**config.mk**
```make
export PLATFORM = sky130hd
export DESIGN_NAME = oled_source_sched
export DESIGN_NICKNAME = d
export VERILOG_FILES = /design/src/rtl/oled_pkg.sv /design/src/rtl/oled_source_sched.sv
export SDC_FILE = /design/constraint.sdc
export NUM_CORES = 1
export LEC_CHECK = 0
export ABC_CLOCK_PERIOD_IN_PS = 1800
export CAP_MARGIN = 25
export CORE_ASPECT_RATIO = 0.7
export CORE_MARGIN = 5
export CORE_UTILIZATION = 40
export DETAILED_ROUTE_END_ITERATION = 8
export PLACE_DENSITY = 0.77
export SETUP_SLACK_MARGIN = 0.02
export SLEW_MARGIN = 20
export SYNTH_ARGS = -nofsm -noshare
export SYNTH_HDL_FRONTEND = slang
export SYNTH_SLANG_ARGS = --single-unit
```
**constraint.sdc**
```tcl
create_clock -name clk -period 1.8 [get_ports clk]
set_input_delay 0.18 -clock clk [delete_from_list [all_inputs] [get_ports clk]]
set_output_delay 0.18 -clock clk [all_outputs]
set_load 0.01 [all_outputs]
```
**src/rtl/oled_pkg.sv**
```systemverilog
// Shared OLED widths, scheduler FSM states and the default timeout fill byte.
package oled_pkg;
  localparam int OLED_ROW_W  = 6;
  localparam int OLED_COL_W  = 7;
  localparam int OLED_DATA_W = 8;

  localparam logic [OLED_DATA_W-1:0] OLED_FILL_DEFAULT = 8'h00;

  typedef enum logic [1:0] {
    IDLE,
    REQ,
    WAIT,
    RESP
  } sched_state_e;
endpackage

```
**src/rtl/oled_source_sched.sv**
```systemverilog
// Routes OLED driver pixel reads to one of NUM_SRC sources; ack 3 cycles after read with a 1-cycle source.
// Source chosen only at frame start (0,0); a stalled source is cut off after TIMEOUT cycles with FILL.
module oled_source_sched
  import oled_pkg::*;
#(
  parameter int NUM_SRC        = 4,
  parameter int FRAMES_PER_SRC = 60,
  parameter int TIMEOUT        = 16,
  parameter logic [OLED_DATA_W-1:0] FILL = OLED_FILL_DEFAULT
) (
  input  logic                         clk,
  input  logic                         rst,
  input  logic                         read,
  input  logic [OLED_ROW_W-1:0]        row_idx,
  input  logic [OLED_COL_W-1:0]        column_idx,
  output logic [OLED_DATA_W-1:0]       data,
  output logic                         ack,
  output logic [NUM_SRC-1:0]           src_read,
  output logic [OLED_ROW_W-1:0]        src_row_idx,
  output logic [OLED_COL_W-1:0]        src_column_idx,
  input  logic [OLED_DATA_W*NUM_SRC-1:0] src_data,
  input  logic [NUM_SRC-1:0]           src_ack,
  input  logic                         sel_valid,
  input  logic [$clog2(NUM_SRC)-1:0]   sel_idx,
  input  logic                         auto_rotate,
  output logic [$clog2(NUM_SRC)-1:0]   cur_src,
  output logic                         frame_start,
  output logic                         timeout_err
);

  localparam int SRC_W = $clog2(NUM_SRC);
  localparam int FC_W  = $clog2(FRAMES_PER_SRC + 1);
  localparam int WC_W  = $clog2(TIMEOUT + 1);

  localparam logic [FC_W-1:0]  FC_MAX   = FC_W'(FRAMES_PER_SRC - 1);
  localparam logic [WC_W-1:0]  WC_MAX   = WC_W'(TIMEOUT - 1);
  localparam logic [SRC_W-1:0] SRC_LAST = SRC_W'(NUM_SRC - 1);

  sched_state_e state, state_nxt;

  logic [FC_W-1:0]        frame_cnt;
  logic [WC_W-1:0]        wait_cnt;
  logic                   pend_vld;
  logic [SRC_W-1:0]       pend_idx;
  logic [OLED_DATA_W-1:0] sel_data;
  logic                   sel_ack;
  logic                   sel_ok;
  logic                   start;
  logic                   boundary;
  logic                   timeout_hit;

  assign start       = (state == IDLE) && read;
  assign boundary    = start && (row_idx == '0) && (column_idx == '0);
  assign sel_ok      = sel_valid && (int'(sel_idx) < NUM_SRC);
  assign timeout_hit = (wait_cnt == WC_MAX);
  assign ack         = (state == RESP);

  // Only the selected source is visible; everything else on the source bus is ignored.
  always_comb begin
    sel_data = '0;
    sel_ack  = 1'b0;
    src_read = '0;
    for (int i = 0; i < NUM_SRC; i++) begin
      if (cur_src == SRC_W'(i)) begin
        sel_data    = src_data[OLED_DATA_W*i +: OLED_DATA_W];
        sel_ack     = src_ack[i];
        src_read[i] = (state == REQ);
      end
    end
  end

  always_ff @(posedge clk) begin
    if (rst) state <= IDLE;
    else     state <= state_nxt;
  end

  always_comb begin
    state_nxt = state;
    case (state)
      IDLE:    if (read) state_nxt = REQ;
      REQ:     state_nxt = WAIT;
      WAIT:    if (sel_ack || timeout_hit) state_nxt = RESP;
      RESP:    state_nxt = IDLE;
      default: state_nxt = IDLE;
    endcase
  end

  always_ff @(posedge clk) begin
    if (rst) begin
      data           <= '0;
      src_row_idx    <= '0;
      src_column_idx <= '0;
      wait_cnt       <= '0;
      timeout_err    <= 1'b0;
      frame_start    <= 1'b0;
    end else begin
      frame_start <= boundary;
      if (start) begin
        src_row_idx    <= row_idx;
        src_column_idx <= column_idx;
      end
      if (state == REQ) begin
        wait_cnt <= '0;
      end else if (state == WAIT) begin
        // A real ack on the last allowed cycle beats the timeout.
        if (sel_ack) begin
          data <= sel_data;
        end else if (timeout_hit) begin
          data        <= FILL;
          timeout_err <= 1'b1;
        end else begin
          wait_cnt <= wait_cnt + WC_W'(1);
        end
      end
    end
  end

  always_ff @(posedge clk) begin
    if (rst) begin
      cur_src   <= '0;
      pend_vld  <= 1'b0;
      pend_idx  <= '0;
      frame_cnt <= '0;
    end else if (boundary) begin
      if (sel_ok) begin
        cur_src   <= sel_idx;
        pend_vld  <= 1'b0;
        frame_cnt <= '0;
      end else if (pend_vld) begin
        cur_src   <= pend_idx;
        pend_vld  <= 1'b0;
        frame_cnt <= '0;
      end else if (auto_rotate && (frame_cnt == FC_MAX)) begin
        cur_src   <= (cur_src == SRC_LAST) ? '0 : cur_src + SRC_W'(1);
        frame_cnt <= '0;
      end else if (frame_cnt != FC_MAX) begin
        frame_cnt <= frame_cnt + FC_W'(1);
      end
    end else if (sel_ok) begin
      pend_vld <= 1'b1;
      pend_idx <= sel_idx;
    end
  end

endmodule

```
==> qor.log <==
INFO  outcome        result_of_the_run=complete, but fails checks
INFO  outcome        failed_checks=setup timing
INFO  worst_setup_path kind_of_critical_path=register to register
INFO  timing         max_clock_freq=0.536GHz
INFO  worst_setup_path timing.rr.start=wait_cnt[1]
INFO  timing         clock-skew-final=0.0102ns
INFO  timing         setup_viol=3
INFO  yosys          synth.ff_latch_count=41
INFO  yosys          netlist_instances=284
INFO  timing         timing.max_slew.rel_slack=66.6%
INFO  clock_tree     ctsLongestPathBuffers=2
INFO  layout         design_area=3630µm²
INFO  floorplan      core_area=5370µm²
INFO  clock_tree     cts-buffers-inserted=5
INFO  drt            dr.first_iter.drc_count=131
INFO  worst_setup_path reg2reg_depth=6
INFO  drt            route.vias.total=2452
INFO  global_route   grt_pass1_wl=11.7mm
INFO  drt            remaining_drc_errors=0
INFO  power          cell_internal_pwr=1.82mW
INFO  clock_tree     clkLatencyLatePin=0.30ns
INFO  global_route   grtUsageTotal=19.9%
INFO  timing         finalMaxSlewViolations=0
INFO  power          clock_power_share=22.4%
INFO  timing         final_period_demand_of_the_worst_path=1.86ns
INFO  power          p_sw_share=32.2%
INFO  worst_setup_path worstSetupEndpoint=wait_cnt[3]
INFO  layout         final_common_cell=sky130_fd_sc_hd__clkdlybuf4s50_1
INFO  worst_setup_path timing.critical_path.fanout_max=4
INFO  layout         num-fill-cells=429
INFO  drt            routed_wire_length_per_instance=15.9µm
INFO  place          routabilityCongestion=0.827
INFO  worst_setup_path cp-start-kind=register
INFO  place          port_buffers=85
INFO  layout         flow.area_growth_from_synthesis=60.1%
INFO  yosys          synthesis.area=2260µm²
INFO  floorplan      chipWidth=99.9µm
INFO  timing         rsz_0062_raised_after_global_routing=yes
INFO  layout         fin_cells=463
INFO  floorplan      i_o_pin_count=86
INFO  yosys          synth_nets=352
INFO  global_route   maximum_number_of_pins_on_one_net_before_global_route_repair=31
INFO  layout         multiInputGateArea=1460µm²
INFO  worst_setup_path worst-path-stages=6
INFO  global_route   grt_overflow_total=0
INFO  power          switching_power=0.863mW
INFO  power          worst_ir_drop_vdd=475µV
INFO  yosys          synthesis.yosys.warnings=0
INFO  worst_setup_path critPathRequiredTime=1.99ns
INFO  clock_tree     clkSinkCount=41
INFO  worst_setup_path cpPeakStageDelay=0.52ns
INFO  drt            first_pass_iters=4
INFO  worst_setup_path rr_endpoint=wait_cnt[3]
INFO  drt            detail_route.wirelength=7.38mm
INFO  clock_tree     cts-root-buf=sky130_fd_sc_hd__clkbuf_8
INFO  worst_setup_path worst-endpoint-arrival=2.05ns
INFO  place          place.detailed.hpwl=5.42mm
INFO  power          pwr-share-comb=38.6%
INFO  global_route   grt_antenna_before_repair=0
INFO  layout         finalNetCount=458
INFO  yosys          yosysSeqAreaShare=36.2%
INFO  layout         layout.area.seq=828µm²
INFO  layout         diodes=0
INFO  power          finalPower=2.68mW
INFO  worst_setup_path startpoint=wait_cnt[1]
INFO  global_route   vias_in_the_first_global_route=2502
INFO  floorplan      placement_rows=22
INFO  floorplan      die-height=73.0µm
INFO  clock_tree     cts_hold_buf=0
INFO  power          power.static_leakage=1.39nW
INFO  yosys          post-synth-top-area-cell=sky130_fd_sc_hd__dfxtp_1
INFO  worst_setup_path crit_path_frequent_cell=sky130_fd_sc_hd__ha_4
INFO  timing         setup_slack=-0.0646ns
INFO  power          share_seq_of_total_power=38.9%
INFO  yosys          number_of_unique_standard_cell_types_used_by_synthesis=43
INFO  clock_tree     register_clock_pin_slew_on_the_reported_worst_setup_and_hold_paths=0.08ns
INFO  timing         timing_hold_violations_final=0
INFO  worst_setup_path critical_path.cell_chain=ha_4, and3_4, ha_4, or3b_2, o31ai_1, a21boi_1
INFO  drt            vias_per_cell=5.30
INFO  hold_path      worst_hold_path_cell_count=3
INFO  worst_setup_path crit_buf_inv=0
INFO  clock_tree     cts_tree=yes
INFO  layout         final_cell_mix=sky130_fd_sc_hd__clkdlybuf4s50_1 (81), sky130_fd_sc_hd__nand2_1 (51), sky130_fd_sc_hd__dfxtp_1 (37)
INFO  place          dpl_cell_area=3400µm²
INFO  worst_setup_path setup_slack_of_the_most_critical_reg_to_reg_path=-0.06ns
INFO  layout         drive_gt1_share=16.9%
INFO  timing         transition_at_the_pin_with_the_smallest_max_transition_slack=0.498ns
INFO  worst_setup_path worstSetupEndpointType=register
INFO  worst_setup_path critical-path-slowest-cell=sky130_fd_sc_hd__or3b_2
INFO  power          power.density_cell_area=739nW/µm²
INFO  floorplan      fp.dieArea=7290µm²
INFO  place          placed_cells_incl_taps=451
INFO  yosys          post_synth.cell_area_avg=7.97µm²
INFO  clock_tree     clock_tree.htree_level_count=2
INFO  worst_setup_path cp_top_family=simple AND/OR/NAND/NOR gates
INFO  job            cap_violations=0
INFO  floorplan      initial_core_utilization=42.2%
INFO  yosys          synthDominantCellAreaShare=36.2%
INFO  yosys          yosys-top-cells-area=sky130_fd_sc_hd__dfxtp_1 (36%), sky130_fd_sc_hd__nand2_1 (8.5%), sky130_fd_sc_hd__ha_1 (6.6%)
INFO  hold_path      hold_class=input pin to register
INFO  drt            antenna_left=0
INFO  layout         layout.core_utilization=67.6%
INFO  timing         final_min_period_over_clock_period=104%
[flip-flops by register name, indices dropped and copies added, names as in the netlist, 2 cells and up]
name and cells:
cur_src 2, data 8, frame_cnt 6, pend_idx 2, src_column_idx 7, src_row_idx 6
state 2, wait_cnt 5
[synth_stat cells]
library cell / instances
sky130_fd_sc_hd__nand2_1: 51
sky130_fd_sc_hd__dfxtp_1: 41
sky130_fd_sc_hd__a21oi_1: 23
sky130_fd_sc_hd__o21ai_0: 17
sky130_fd_sc_hd__clkbuf_1: 13
sky130_fd_sc_hd__ha_1: 12
sky130_fd_sc_hd__nor2b_1: 11
sky130_fd_sc_hd__inv_1: 10
sky130_fd_sc_hd__mux2i_1: 10
sky130_fd_sc_hd__o2111ai_1: 9
sky130_fd_sc_hd__nand3_1: 8
sky130_fd_sc_hd__nor2_1: 8
sky130_fd_sc_hd__a221o_1: 7
sky130_fd_sc_hd__nor3_1: 7
sky130_fd_sc_hd__and2_1: 6
sky130_fd_sc_hd__buf_2: 6
sky130_fd_sc_hd__a31oi_1: 4
sky130_fd_sc_hd__or3_1: 4
sky130_fd_sc_hd__nand3b_1: 3
sky130_fd_sc_hd__o21a_1: 3
sky130_fd_sc_hd__a211oi_1: 2
sky130_fd_sc_hd__a21boi_0: 2
sky130_fd_sc_hd__nand4_1: 2
sky130_fd_sc_hd__nor4_1: 2
sky130_fd_sc_hd__o211ai_1: 2
sky130_fd_sc_hd__o31ai_1: 2
sky130_fd_sc_hd__or2_2: 2
sky130_fd_sc_hd__or4_1: 2
sky130_fd_sc_hd__a21boi_1: 1
sky130_fd_sc_hd__a221oi_1: 1
sky130_fd_sc_hd__a22oi_1: 1
sky130_fd_sc_hd__a311oi_1: 1
sky130_fd_sc_hd__and3_1: 1
sky130_fd_sc_hd__and4_1: 1
sky130_fd_sc_hd__buf_1: 1
sky130_fd_sc_hd__clkinv_1: 1
sky130_fd_sc_hd__nand2b_1: 1
sky130_fd_sc_hd__nor3b_1: 1
sky130_fd_sc_hd__nor4bb_1: 1
sky130_fd_sc_hd__o2bb2ai_1: 1
sky130_fd_sc_hd__o31a_1: 1
sky130_fd_sc_hd__o31ai_2: 1
sky130_fd_sc_hd__or3b_1: 1
[power by group through the flow]
stage	Sequential (mW)	Clock, mW	Combinational, mW
final	1.04	0.602	1.04
after detailed placement	1.06	0	0.979
after CTS	1.04	0.609	1.01
after global routing	1.06	0.659	1.13
after floorplan	1.09	0	0.453
after global placement	1.06	0	0.959
[cell type report]
type | count | area share (%)
multi-input cells | 213 | 40.3
flip-flops and latches | 41 | 22.8
clock buffers | 6 | 2.00
clock inverters | 2 | 0.276
well taps | 72 | 2.48
inverters | 11 | 1.28
repair buffers | 118 | 30.8
[worst min-delay path: cells and delay by family]
kind	cells	cell delay (ns)
buf+inv	1	0.41
simple gates	1	0.06
compound gates	1	0.05
[what timing repair did]
| action | in CTS | in global routing |
|---|---|---|
| setup endpoints to repair | 20 | 24 |
| cloned | 1 | 0 |
| pin swaps | 1 | 3 |
| buffers inserted | 1 | 2 |
| resized for setup | 17 | 18 |
| hold endpoints to repair | 0 | 0 |
[cells by family after synthesis]
kind of cell	synth area share (%)
adders and majority gates	6.63
buffers and inverters	5.47
AOI/OAI and AO/OA	22.9
muxes	4.42
and+or+nand+nor	24.3
DFF	36.2
[routing by layer]
metal  vias up  track usage, %  wire [µm]
met5         -               0          0
li1       1230               -          -
met3        12            4.49        399
met2        61            31.6       3480
met4         0            6.21        123
met1      1149            26.9       3380
[worst min path at each step]
| stage | from | slack [ns] | end |
|---|---|---|---|
| after floorplan | column_idx[0] | 0.32 | src_column_idx[0] |
| after global placement | src_column_idx[6] | 0.44 | src_column_idx[6] |
| after detailed placement | src_column_idx[4] | 0.45 | src_column_idx[4] |
| after CTS | row_idx[4] | 0.44 | src_row_idx[4] |
| after global routing | column_idx[5] | 0.47 | src_column_idx[5] |
| final | row_idx[4] | 0.45 | src_row_idx[4] |
[metrics by stage]
stage               hold slack, ns  setup WS [ns]  setup TNS, ns
global route                 0.467        -0.0733         -0.680
global placement             0.442        -0.0743         -0.292
detailed placement           0.449         -0.125          -1.14
CTS                          0.444        -0.0235        -0.0235
finish                       0.451        -0.0646        -0.0978
floorplan                    0.316        -0.0717        -0.0717
(Power assumes the default switching activity.)
